**config.mk**
```make
export PLATFORM = sky130hd
export DESIGN_NAME = ct_mmu_sysmap_arb
export DESIGN_NICKNAME = d
export VERILOG_FILES = /design/src/rtl/ct_mmu_sysmap_arb.sv
export SDC_FILE = /design/constraint.sdc
export NUM_CORES = 1
export LEC_CHECK = 0
export ABC_AREA = 1
export BUFFER_PORTS_ARGS = -buffer_cell sky130_fd_sc_hd__buf_2
export CORE_AREA = 2 2 64 66
export CTS_BUF_LIST = sky130_fd_sc_hd__clkbuf_8
export DETAILED_ROUTE_END_ITERATION = 8
export DIE_AREA = 0 0 66 68
export MAX_ROUTING_LAYER = met4
export PLACE_DENSITY_LB_ADDON = 0.05
export SYNTH_ARGS = -nofsm -noshare
export SYNTH_HDL_FRONTEND = slang
export SYNTH_SLANG_ARGS = --single-unit
```
**constraint.sdc**
```tcl
create_clock -name cpuclk -period 2.6 [get_ports cpuclk]
set_input_delay 0.13 -clock cpuclk [delete_from_list [all_inputs] [get_ports cpuclk]]
set_output_delay 0.13 -clock cpuclk [all_outputs]
set_load 0.02 [all_outputs]
```
**src/rtl/ct_mmu_sysmap_arb.sv**
```systemverilog
// Three-way round-robin arbiter in front of the shared sysmap lookup.
// The granted lookup result is registered with a 1-cycle latency and a valid/ready handshake.
module ct_mmu_sysmap_arb #(
    parameter int PA_W  = 28,
    parameter int FLG_W = 5
) (
    input  logic             cpuclk,
    input  logic             cpurst_b,
    input  logic             req0_vld,
    input  logic [PA_W-1:0]  req0_pa,
    output logic             req0_rdy,
    input  logic             req1_vld,
    input  logic [PA_W-1:0]  req1_pa,
    output logic             req1_rdy,
    input  logic             req2_vld,
    input  logic [PA_W-1:0]  req2_pa,
    output logic             req2_rdy,
    output logic [PA_W-1:0]  arb_sysmap_pa,
    input  logic [FLG_W-1:0] sysmap_arb_flg,
    input  logic [7:0]       sysmap_arb_hit,
    output logic             rslt_vld,
    output logic [1:0]       rslt_id,
    output logic [FLG_W-1:0] rslt_flg,
    output logic             rslt_miss,
    input  logic             rslt_rdy,
    input  logic             flush
);

    logic [1:0] ptr;
    logic [1:0] sel;
    logic       any_vld;
    logic       can_grant;
    logic       grant;

    // Walk the requesters in priority order from ptr; sel falls back to ptr when none is valid.
    always_comb begin
        sel     = ptr;
        any_vld = 1'b1;
        case (ptr)
            2'd1: begin
                if (req1_vld)      sel = 2'd1;
                else if (req2_vld) sel = 2'd2;
                else if (req0_vld) sel = 2'd0;
                else               any_vld = 1'b0;
            end
            2'd2: begin
                if (req2_vld)      sel = 2'd2;
                else if (req0_vld) sel = 2'd0;
                else if (req1_vld) sel = 2'd1;
                else               any_vld = 1'b0;
            end
            default: begin
                if (req0_vld)      sel = 2'd0;
                else if (req1_vld) sel = 2'd1;
                else if (req2_vld) sel = 2'd2;
                else               any_vld = 1'b0;
            end
        endcase
    end

    assign can_grant = !flush && (!rslt_vld || rslt_rdy);
    assign grant     = can_grant && any_vld;

    assign req0_rdy = grant && (sel == 2'd0);
    assign req1_rdy = grant && (sel == 2'd1);
    assign req2_rdy = grant && (sel == 2'd2);

    always_comb begin
        case (sel)
            2'd1:    arb_sysmap_pa = req1_pa;
            2'd2:    arb_sysmap_pa = req2_pa;
            default: arb_sysmap_pa = req0_pa;
        endcase
    end

    // Flush wins over both a new grant and a consumer accept; ptr only moves on a grant.
    always_ff @(posedge cpuclk or negedge cpurst_b) begin
        if (!cpurst_b) begin
            ptr       <= 2'd0;
            rslt_vld  <= 1'b0;
            rslt_id   <= 2'd0;
            rslt_flg  <= '0;
            rslt_miss <= 1'b0;
        end else if (flush) begin
            rslt_vld <= 1'b0;
        end else if (grant) begin
            rslt_vld  <= 1'b1;
            rslt_id   <= sel;
            rslt_flg  <= sysmap_arb_flg;
            rslt_miss <= ~|sysmap_arb_hit;
            ptr       <= (sel == 2'd2) ? 2'd0 : sel + 2'd1;
        end else if (rslt_rdy) begin
            rslt_vld <= 1'b0;
        end
    end

endmodule

```
# Word level (Yosys, flattened, before mapping)
# Cells that the tools add are included.
dict set report word_totals {
  in_bits 104
  regBits 11
  elab_cells 49
  output_inout_bits 40
}
dict set report op_classes {
  n_mux 25
  n_reduce_logical 13
  add_sub_neg 1
  n_bitwise 1
  n_eq_ne 4
}
# operator n
set op_table {}
lappend op_table {{$pmux 28 s2} 1}
lappend op_table {{$mux 2} 10}
lappend op_table {{$mux 1} 12}
lappend op_table {{$reduce_or 8->1} 1}
lappend op_table {{$logic_and 1x1->1} 5}
lappend op_table {{$eq 2x1->1 const B} 2}
lappend op_table {{$eq 2x2->1 const B} 2}
lappend op_table {{$pmux 2 s2} 1}
lappend op_table {{$logic_not 1->1} 3}
lappend op_table {{$reduce_bool 3->1} 1}
lappend op_table {{$add 2x1->2 const B} 1}
lappend op_table {{$logic_not 2->1} 1}
lappend op_table {{$pmux 1 s2} 1}
lappend op_table {{$reduce_and 2->1} 1}
lappend op_table {{$logic_or 1x1->1} 1}
lappend op_table {{$not 1->1} 1}

# Logic depth before layout (Yosys ltp)
# Gate-level depths: netlist of run 1.
dict set report depth {
  depth_word 7
  ltp_mapped 14
  mapped_depth_nobuf 12
}

# Worst setup path before layout of run 1
# OpenSTA, ideal clock, no wires.
dict set report synth_timing {
  path_type {reg2out}
  start {reg ptr[0]}
  end {out arb_sysmap_pa[0]}
  n_path_buf 2
  arrival_time_ps 2109
  setup_slack_ps 361
  path_stages_with_launch 12
  t_required_ps 2470
  path_cell_list {dfrtp_1 > inv_1 > ha_1 > inv_2 > o21ai_0 > nand2_1 > nand2_1 > ha_1 > buf_4 > buf_2 > nor2_1 > a31oi_1}
}
dict set report synth_between {
  elab_chain_cells 6
  elab_cells_between_ends 15
  cone_classes {4 x eq/ne; 11 x mux}
}
# item line
set synth_lines {}
lappend synth_lines {{start, declared} 29} ;# logic [1:0] ptr;
lappend synth_lines {{start signal, assigned} 91} ;# ptr <= (sel == 2'd2) ? 2'd0 : sel + 2'd1;
lappend synth_lines {{$mux 2 (on tied branches)} {55, 43, 49}}
lappend synth_lines {{$mux 2 (on tied branches)} {54, 42, 48}}
lappend synth_lines {{$mux 2 (on tied branches)} {53, 41, 47}}
lappend synth_lines {{$pmux 2 s2 *} 39} ;# case (ptr)
lappend synth_lines {{$eq 2x2->1 or $eq 2x1->1 (tied branches)} 69} ;# case (sel)
lappend synth_lines {{$pmux 28 s2 *} 69}
lappend synth_lines {{end, declared} 18} ;# output logic [PA_W-1:0] arb_sysmap_pa,
# Every way passes the cells marked *; elsewhere a longest branch is shown, timed or not.

# Worst setup path after layout of run 1
dict set report layout_timing {
  start {reg ptr[0]}
  end {out arb_sysmap_pa[19]}
}
# Same word-level chain as after synthesis.

==> results of run 1 <==
## cells by family (layout without fill, tap and decap cells)
kind of cell,after synthesis,in the layout,synth area share [%]
buffers and inverters,28,168,10.8
AO/OA/AOI/OAI,36,36,17.7
AND/OR/NAND/NOR,137,137,43.1
adder cells (fa/ha/maj),7,7,6.87
flip-flops,11,11,21.6
## what timing repair did
item	4_1_cts	5_1_grt
hold endpoints to repair	11	0
buffers inserted	0	0
resized for setup	0	7
hold buffers	1	0
setup endpoints to repair	0	28
## worst max-delay path, delay by kind of cell (launching register included)
family	cells	cell delay [ns]
buffers and inverters	4	0.51
adders and majority gates	2	0.55
and+or+nand+nor	3	0.32
DFF	1	0.37
AOI/OAI and AO/OA	2	0.34
## area by class of cell
| class | count | area share (%) |
|---|---|---|
| inverters | 14 | 2.44 |
| flip-flops and latches | 11 | 12.8 |
| multi-input cells | 180 | 40.7 |
| clock inverters | 1 | 0.174 |
| repair buffers | 150 | 39.0 |
| clock buffers | 3 | 1.92 |
| well taps | 50 | 2.91 |
## flip-flops by register name, indices dropped and copies added (netlist names)
register,count
rslt_flg,5
ptr,2
rslt_id,2
rslt_miss,1
rslt_vld,1
## Yosys cell counts, drive strengths merged
cell | count | area share, %
nand2 | 95 | 29
nor2 | 37 | 11
buf | 11 | 5.8
o211ai | 1 | 0.59
o21ai | 5 | 2.6
a21oi | 2 | 0.79
a31oi | 28 | 14
ha | 7 | 6.9
nand3 | 4 | 2.7
inv | 14 | 4.1
clkbuf | 3 | 0.88
dfrtp | 11 | 22
nand4 | 1 | 0.49
## power by group
group / total, µW / leakage (µW) / switching, µW / internal (µW)
sequential: 288 / 0.000140 / 43.4 / 245
combinational: 2950 / 0.00104 / 1830 / 1120
clock: 163 / 0.0000269 / 59.7 / 103
total: 3400 / 0.00120 / 1930 / 1470
## final timing paths
| path | start | endpoint | slack [ns] |
|---|---|---|---|
| min in group asynchronous | cpurst_b | rslt_vld | 0.30 |
| worst max register to register | ptr[0] | ptr[1] | 0.85 |
| max in group asynchronous | cpurst_b | rslt_id[1] | 2.10 |
| worst min register to register | rslt_flg[2] | rslt_flg[2] | 0.47 |
| worst min-delay path | sysmap_arb_flg[2] | rslt_flg[2] | 0.09 |
| worst max-delay path | ptr[0] | arb_sysmap_pa[19] | 0.17 |
## stage by stage
| step | hold WS, ns | util, % |
|---|---|---|
| floorplan | -0.166 | - |
| global placement | 0.0114 | 52.5 |
| detailed placement | 0.0117 | 52.5 |
| CTS | 0.0898 | 53.9 |
| global route | 0.0850 | 55.8 |
| finish | 0.0928 | 55.8 |
## routing by layer
| layer | routed length (µm) | up-vias |
|---|---|---|
| li1 | - | 985 |
| met1 | 1940 | 828 |
| met2 | 2490 | 79 |
| met4 | 0 | 0 |
| met3 | 369 | 0 |
| met5 | 0 | - |
==> impl_results.rst, run 1 <==
.. list-table::
   :header-rows: 1

   * - Metric
     - Value
   * - Layout Nets
     - 471
   * - Met3 routing resource usage after global routing
     - 2.14%
   * - Setup Crit Path Kind
     - reg2out
   * - Antenna violations before repair
     - 0
   * - Post-layout worst setup margin
     - 0.166 ns
   * - Transition time at the pin with the least slew margin
     - 0.544 ns
   * - Overflow left after global routing
     - 0
   * - Global routing usage on met2
     - 35.5%
   * - Most frequent standard cell in the layout excluding fill and tap cells
     - buf_2
   * - Average instance area after synthesis
     - 5.82 µm²
   * - Clock skew after layout
     - 0.00105 ns
   * - Area of the multi-input gates
     - 877 µm²
   * - Area grow syn2layout
     - 68.9%
   * - Highest achievable clock rate
     - 411 MHz
   * - Width of the die
     - 66 µm
   * - Max-capacitance violation count
     - 0
   * - Worst min-delay path category
     - in2reg
   * - Hold Path Depth
     - 3
   * - Result of the run
     - complete, no violations
   * - Top library cells by usage in the layout, fill and taps aside
     - buf_2 (142), nand2_1 (91), nor2_1 (35)
   * - Post-placement setup slack
     - 0.272 ns
   * - Cell at the root of the clock tree
     - clkbuf_8
   * - Drt initial violations
     - 58
   * - H-tree depth reported by CTS
     - 1
   * - Aggregate global-route resource usage
     - 17.8%
   * - Initial DRT Pass Iterations
     - 4
   * - Maximum clock path buffer count
     - 2
   * - Met1 usage
     - 19.3%
   * - Setup repair after global routing missed its margin
     - no
   * - Number of filler cells placed in the layout
     - 394
   * - Endpoint type of the worst setup path
     - output port
   * - Area after detailed placement
     - 0.00202 mm²
   * - Largest net degree at the start of global routing
     - 57
   * - Final Hold Violating Endpoints
     - 0
   * - Initial core utilization
     - 33.1%
   * - Final Routed Wirelength
     - 4.80 mm
   * - Largest incremental delay on the critical path
     - 0.37 ns
   * - Number of global-route vias before repair
     - 1509
   * - Clk slew on worst S/H paths
     - 0.05 ns
   * - Relative slew slack
     - 63.7%
   * - Number of synthesized register bits
     - 11
   * - Cells along the critical path
     - inv_1, ha_1, inv_2, o21ai_0, nand2_1, nand2_2, ha_1, buf_6, nand2_1, a31oi_1, buf_4
   * - Number of input and output port buffers inserted
     - 143
   * - Final setup viols
     - 0
   * - Seq/Total Area, Yosys
     - 21.6%
   * - Number of placement rows
     - 23
   * - R2R cell count
     - 10
   * - Number of sinks handled by clock tree synthesis
     - 11
   * - Summed area of non-filler cells in the final layout
     - 0.00215 mm²
   * - GPL Wtd Cong
     - 0.882
   * - Clock latency reported for the late side of the worst-skew pair
     - 0.23 ns
   * - Number of top-level design ports
     - 144
   * - Dpl hpwl
     - 3.54 mm
   * - Drt via density
     - 4.63
   * - Layout cells sized above 1
     - 46.5%
   * - Leakage power summed over all cells
     - 0.00120 µW
   * - Diodes inserted
     - 0
   * - Post-synthesis net count
     - 330
   * - Cell at the slowest stage of the critical path
     - dfrtp_1
   * - Die Area
     - 0.00449 mm²
   * - Via count of the routed design
     - 1892
   * - Layout Cells excl Fill
     - 409
   * - Syn Std Cell Area
     - 0.00127 mm²
   * - Wire length of the first global-routing pass
     - 6.29 mm
   * - Core area
     - 0.00386 mm²
   * - GRT busiest layer
     - met2
   * - Final Power
     - 3400 µW
   * - TritonCTS clock tree
     - yes
   * - Cell area power density
     - 1580 mW/mm²
   * - Warnings from Yosys
     - 0
   * - Startpoint type of the worst setup path
     - flop
   * - Data arrival time of the worst path
     - 2.30 ns
   * - Highest ir drop seen on vdd
     - 0.718 mV
   * - Placed cell count
     - 402
   * - Fin crit share
     - 93.6%
   * - Crit path required time
     - 2.47 ns
   * - Antenna Nets Post-Route
     - 0
   * - Maximum fanout count along the critical path
     - 16
   * - Area taken by flip-flops and latches
     - 275 µm²
   * - Y dimension of the die
     - 68 µm
   * - Post-route DRC violation count
     - 0
   * - Avg WL per Cell
     - 11.7 µm
   * - Library cells used by synthesis
     - 20
   * - Cells after Synth
     - 219
   * - Setup TNS
     - 0 ns
   * - Final critical-path required period
     - 2.43 ns
   * - Max-slew violation count
     - 0
   * - Num CTS Buffers
     - 3
Power figures use the tool's default switching activity.
==> run 2, diff against run 1 <==
--- a/config.mk
+++ b/config.mk
@@ -6,11 +6,11 @@
 export NUM_CORES = 1
 export LEC_CHECK = 0
 export ABC_AREA = 1
-export BUFFER_PORTS_ARGS = -buffer_cell sky130_fd_sc_hd__buf_2
-export CORE_AREA = 2 2 64 66
+export CORE_AREA = 2 2 56 58
 export CTS_BUF_LIST = sky130_fd_sc_hd__clkbuf_8
 export DETAILED_ROUTE_END_ITERATION = 8
-export DIE_AREA = 0 0 66 68
+export DIE_AREA = 0 0 58 60
+export DONT_BUFFER_PORTS = 1
 export MAX_ROUTING_LAYER = met4
 export PLACE_DENSITY_LB_ADDON = 0.05
 export SYNTH_ARGS = -nofsm -noshare
==> constraint.sdc (replaced) <==
create_clock -name cpuclk -period 3.16 [get_ports cpuclk]
set_input_delay 0.158 -clock cpuclk [delete_from_list [all_inputs] [get_ports cpuclk]]
set_output_delay 0.158 -clock cpuclk [all_outputs]
set_load 0.02 [all_outputs]
==> impl_results.rst, run 2 (synthesis gave the netlist of run 1 again) <==
.. list-table::
   :header-rows: 1

   * - Metric
     - Value
   * - Final Hold Violating Endpoints
     - 0
   * - Setup TNS
     - 0 ns
   * - Dpl hpwl
     - 3.29 mm
   * - Clock latency reported for the late side of the worst-skew pair
     - 0.23 ns
   * - Highest achievable clock rate
     - 349 MHz
   * - Layout Nets
     - 354
   * - Clock skew after layout
     - 0.00122 ns
   * - Top library cells by usage in the layout, fill and taps aside
     - nand2_1 (92), nor2_1 (35), buf_4 (32)
   * - Final Routed Wirelength
     - 4.04 mm
   * - Fin crit share
     - 90.6%
   * - Number of input and output port buffers inserted
     - 0
   * - Result of the run
     - complete, no violations
   * - Largest registers
     - rslt_flg x5, ptr x2, rslt_id x2
   * - Die Area
     - 0.00348 mm²
   * - Final critical-path required period
     - 2.86 ns
   * - Avg WL per Cell
     - 14.7 µm
   * - Hold Path Depth
     - 2
   * - Area grow syn2layout
     - 19.7%
   * - Final setup viols
     - 0
   * - Leakage power summed over all cells
     - 0.000728 µW
   * - Maximum fanout count along the critical path
     - 16
   * - Buffer count from post-CTS setup fixing
     - 0
   * - Transition time at the pin with the least slew margin
     - 0.522 ns
   * - Hold wc startpoint
     - sysmap_arb_flg[2]
   * - Worst R2R Setup Slack
     - 1.33 ns
   * - Number of sinks handled by clock tree synthesis
     - 11
   * - Startpoint type of the worst setup path
     - flop
   * - Area after detailed placement
     - 0.00147 mm²
   * - Number of placement rows
     - 20
   * - Summed area of non-filler cells in the final layout
     - 0.00153 mm²
   * - Crit path required time
     - 3.00 ns
   * - Drt initial violations
     - 87
   * - Capture point of the worst reg-to-reg path
     - ptr[1]
   * - Data arrival time of the worst path
     - 2.70 ns
   * - Overflow left after global routing
     - 0
   * - Util after Layout
     - 52.6%
   * - Maximum clock path buffer count
     - 2
   * - H-tree depth reported by CTS
     - 1
   * - Relative slew slack
     - 65.1%
   * - Hold Path Sink
     - rslt_flg[2]
   * - Y dimension of the die
     - 60 µm
   * - Layout cells sized above 1
     - 19.4%
   * - Reg-to-reg critical path startpoint
     - ptr[0]
   * - Cell area power density
     - 1730 mW/mm²
   * - Setup Crit Path Kind
     - reg2out
   * - Aggregate global-route resource usage
     - 21.4%
   * - Setup repair after global routing missed its margin
     - no
   * - Layout Cells excl Fill
     - 275
   * - Width of the die
     - 58 µm
   * - Core area
     - 0.00290 mm²
   * - Cell at the root of the clock tree
     - clkbuf_8
   * - Largest net degree at the start of global routing
     - 39
   * - Wire length of the first global-routing pass
     - 5.75 mm
   * - GPL Wtd Cong
     - 0.911
   * - Endpoint type of the worst setup path
     - output port
   * - Register with the most flip-flops
     - rslt_flg
   * - Diodes inserted
     - 0
   * - R2R cell count
     - 10
   * - Post-placement setup slack
     - 0.562 ns
   * - Post-layout worst setup margin
     - 0.299 ns
   * - Max-slew violation count
     - 0
   * - Initial core utilization
     - 43.9%
   * - Number of top-level design ports
     - 144
   * - Antenna violations before repair
     - 0
   * - Initial DRT Pass Iterations
     - 4
   * - Most frequent standard cell in the layout excluding fill and tap cells
     - nand2_1
   * - Max-capacitance violation count
     - 0
   * - Via count of the routed design
     - 1551
   * - Num CTS Buffers
     - 3
   * - Max FFs per register
     - 5
   * - Worst min-delay path category
     - in2reg
   * - TritonCTS clock tree
     - yes
   * - Number of global-route vias before repair
     - 1324
   * - Post-route DRC violation count
     - 0
   * - Drt via density
     - 5.64
   * - Highest ir drop seen on vdd
     - 1.12 mV
   * - Antenna Nets Post-Route
     - 0
   * - Clk slew on worst S/H paths
     - 0.05 ns
   * - Placed cell count
     - 270
run 2: changes by cell type in the layout (fill, tap and decap cells not counted), sizes merged:
| cell | previous run | this run |
|---|---|---|
| buf | 147 | 32 |
| clkbuf | 5 | 3 |
run 2: worst max-delay path, cell delays in order (launching register included):
cell and delay, ns:
dfrtp_1 0.36, inv_1 0.08, ha_1 0.33, inv_2 0.08, o21ai_0 0.09, nand2_1 0.10, nand2_1 0.13, inv_1 0.11
ha_1 0.46, buf_4 0.30, nand2_1 0.07, a31oi_1 0.17, buf_4 0.17
run 2: cell type report:
cell class,instances,area (µm²)
fill,310,1380
multi-input combinational,180,862
sequential,11,275
timing repair buffer,33,250
inverter,14,52.6
clock buffer,3,41.3
tap,33,41.3
clock inverter,1,3.75
run 2: timing repair:
item	4_1_cts	5_1_grt
hold buffers	1	0
resized for setup	0	0
endpoints found under the hold margin	11	0
run 2: metal layers:
layer	global-route usage [%]	part of all wire, %
met5	-	0
met2	37.3	52
met1	24.7	36
met4	5.65	0.45
met3	5.19	11
run 2: power breakdown:
| part | leakage (µW) | switching (µW) | internal [µW] |
|---|---|---|---|
| Clock | 0.0000269 | 50.5 | 85.1 |
| Combinational | 0.000561 | 1350 | 850 |
| Sequential | 0.000140 | 103 | 201 |
run 2: worst max-delay path by stage:
| stage | startpoint | end | slack [ns] | depth (start not counted) |
|---|---|---|---|---|
| detailed placement | ptr[0] | arb_sysmap_pa[23] | 0.56 | 12 |
| floorplan | ptr[0] | arb_sysmap_pa[0] | 0.89 | 11 |
| finish | ptr[0] | arb_sysmap_pa[23] | 0.30 | 12 |
| global placement | ptr[0] | arb_sysmap_pa[23] | 0.69 | 12 |
| CTS | ptr[0] | arb_sysmap_pa[23] | 0.30 | 12 |
| global route | ptr[0] | arb_sysmap_pa[22] | 0.06 | 14 |
run 2: through the flow:
step | power (µW) | hold WS, ns
after floorplan | 1800 | -0.138
after global placement | 2470 | -0.137
after detailed placement | 2510 | -0.137
after CTS | 2660 | 0.0323
after global routing | 2830 | 0.0372
final | 2640 | 0.0351
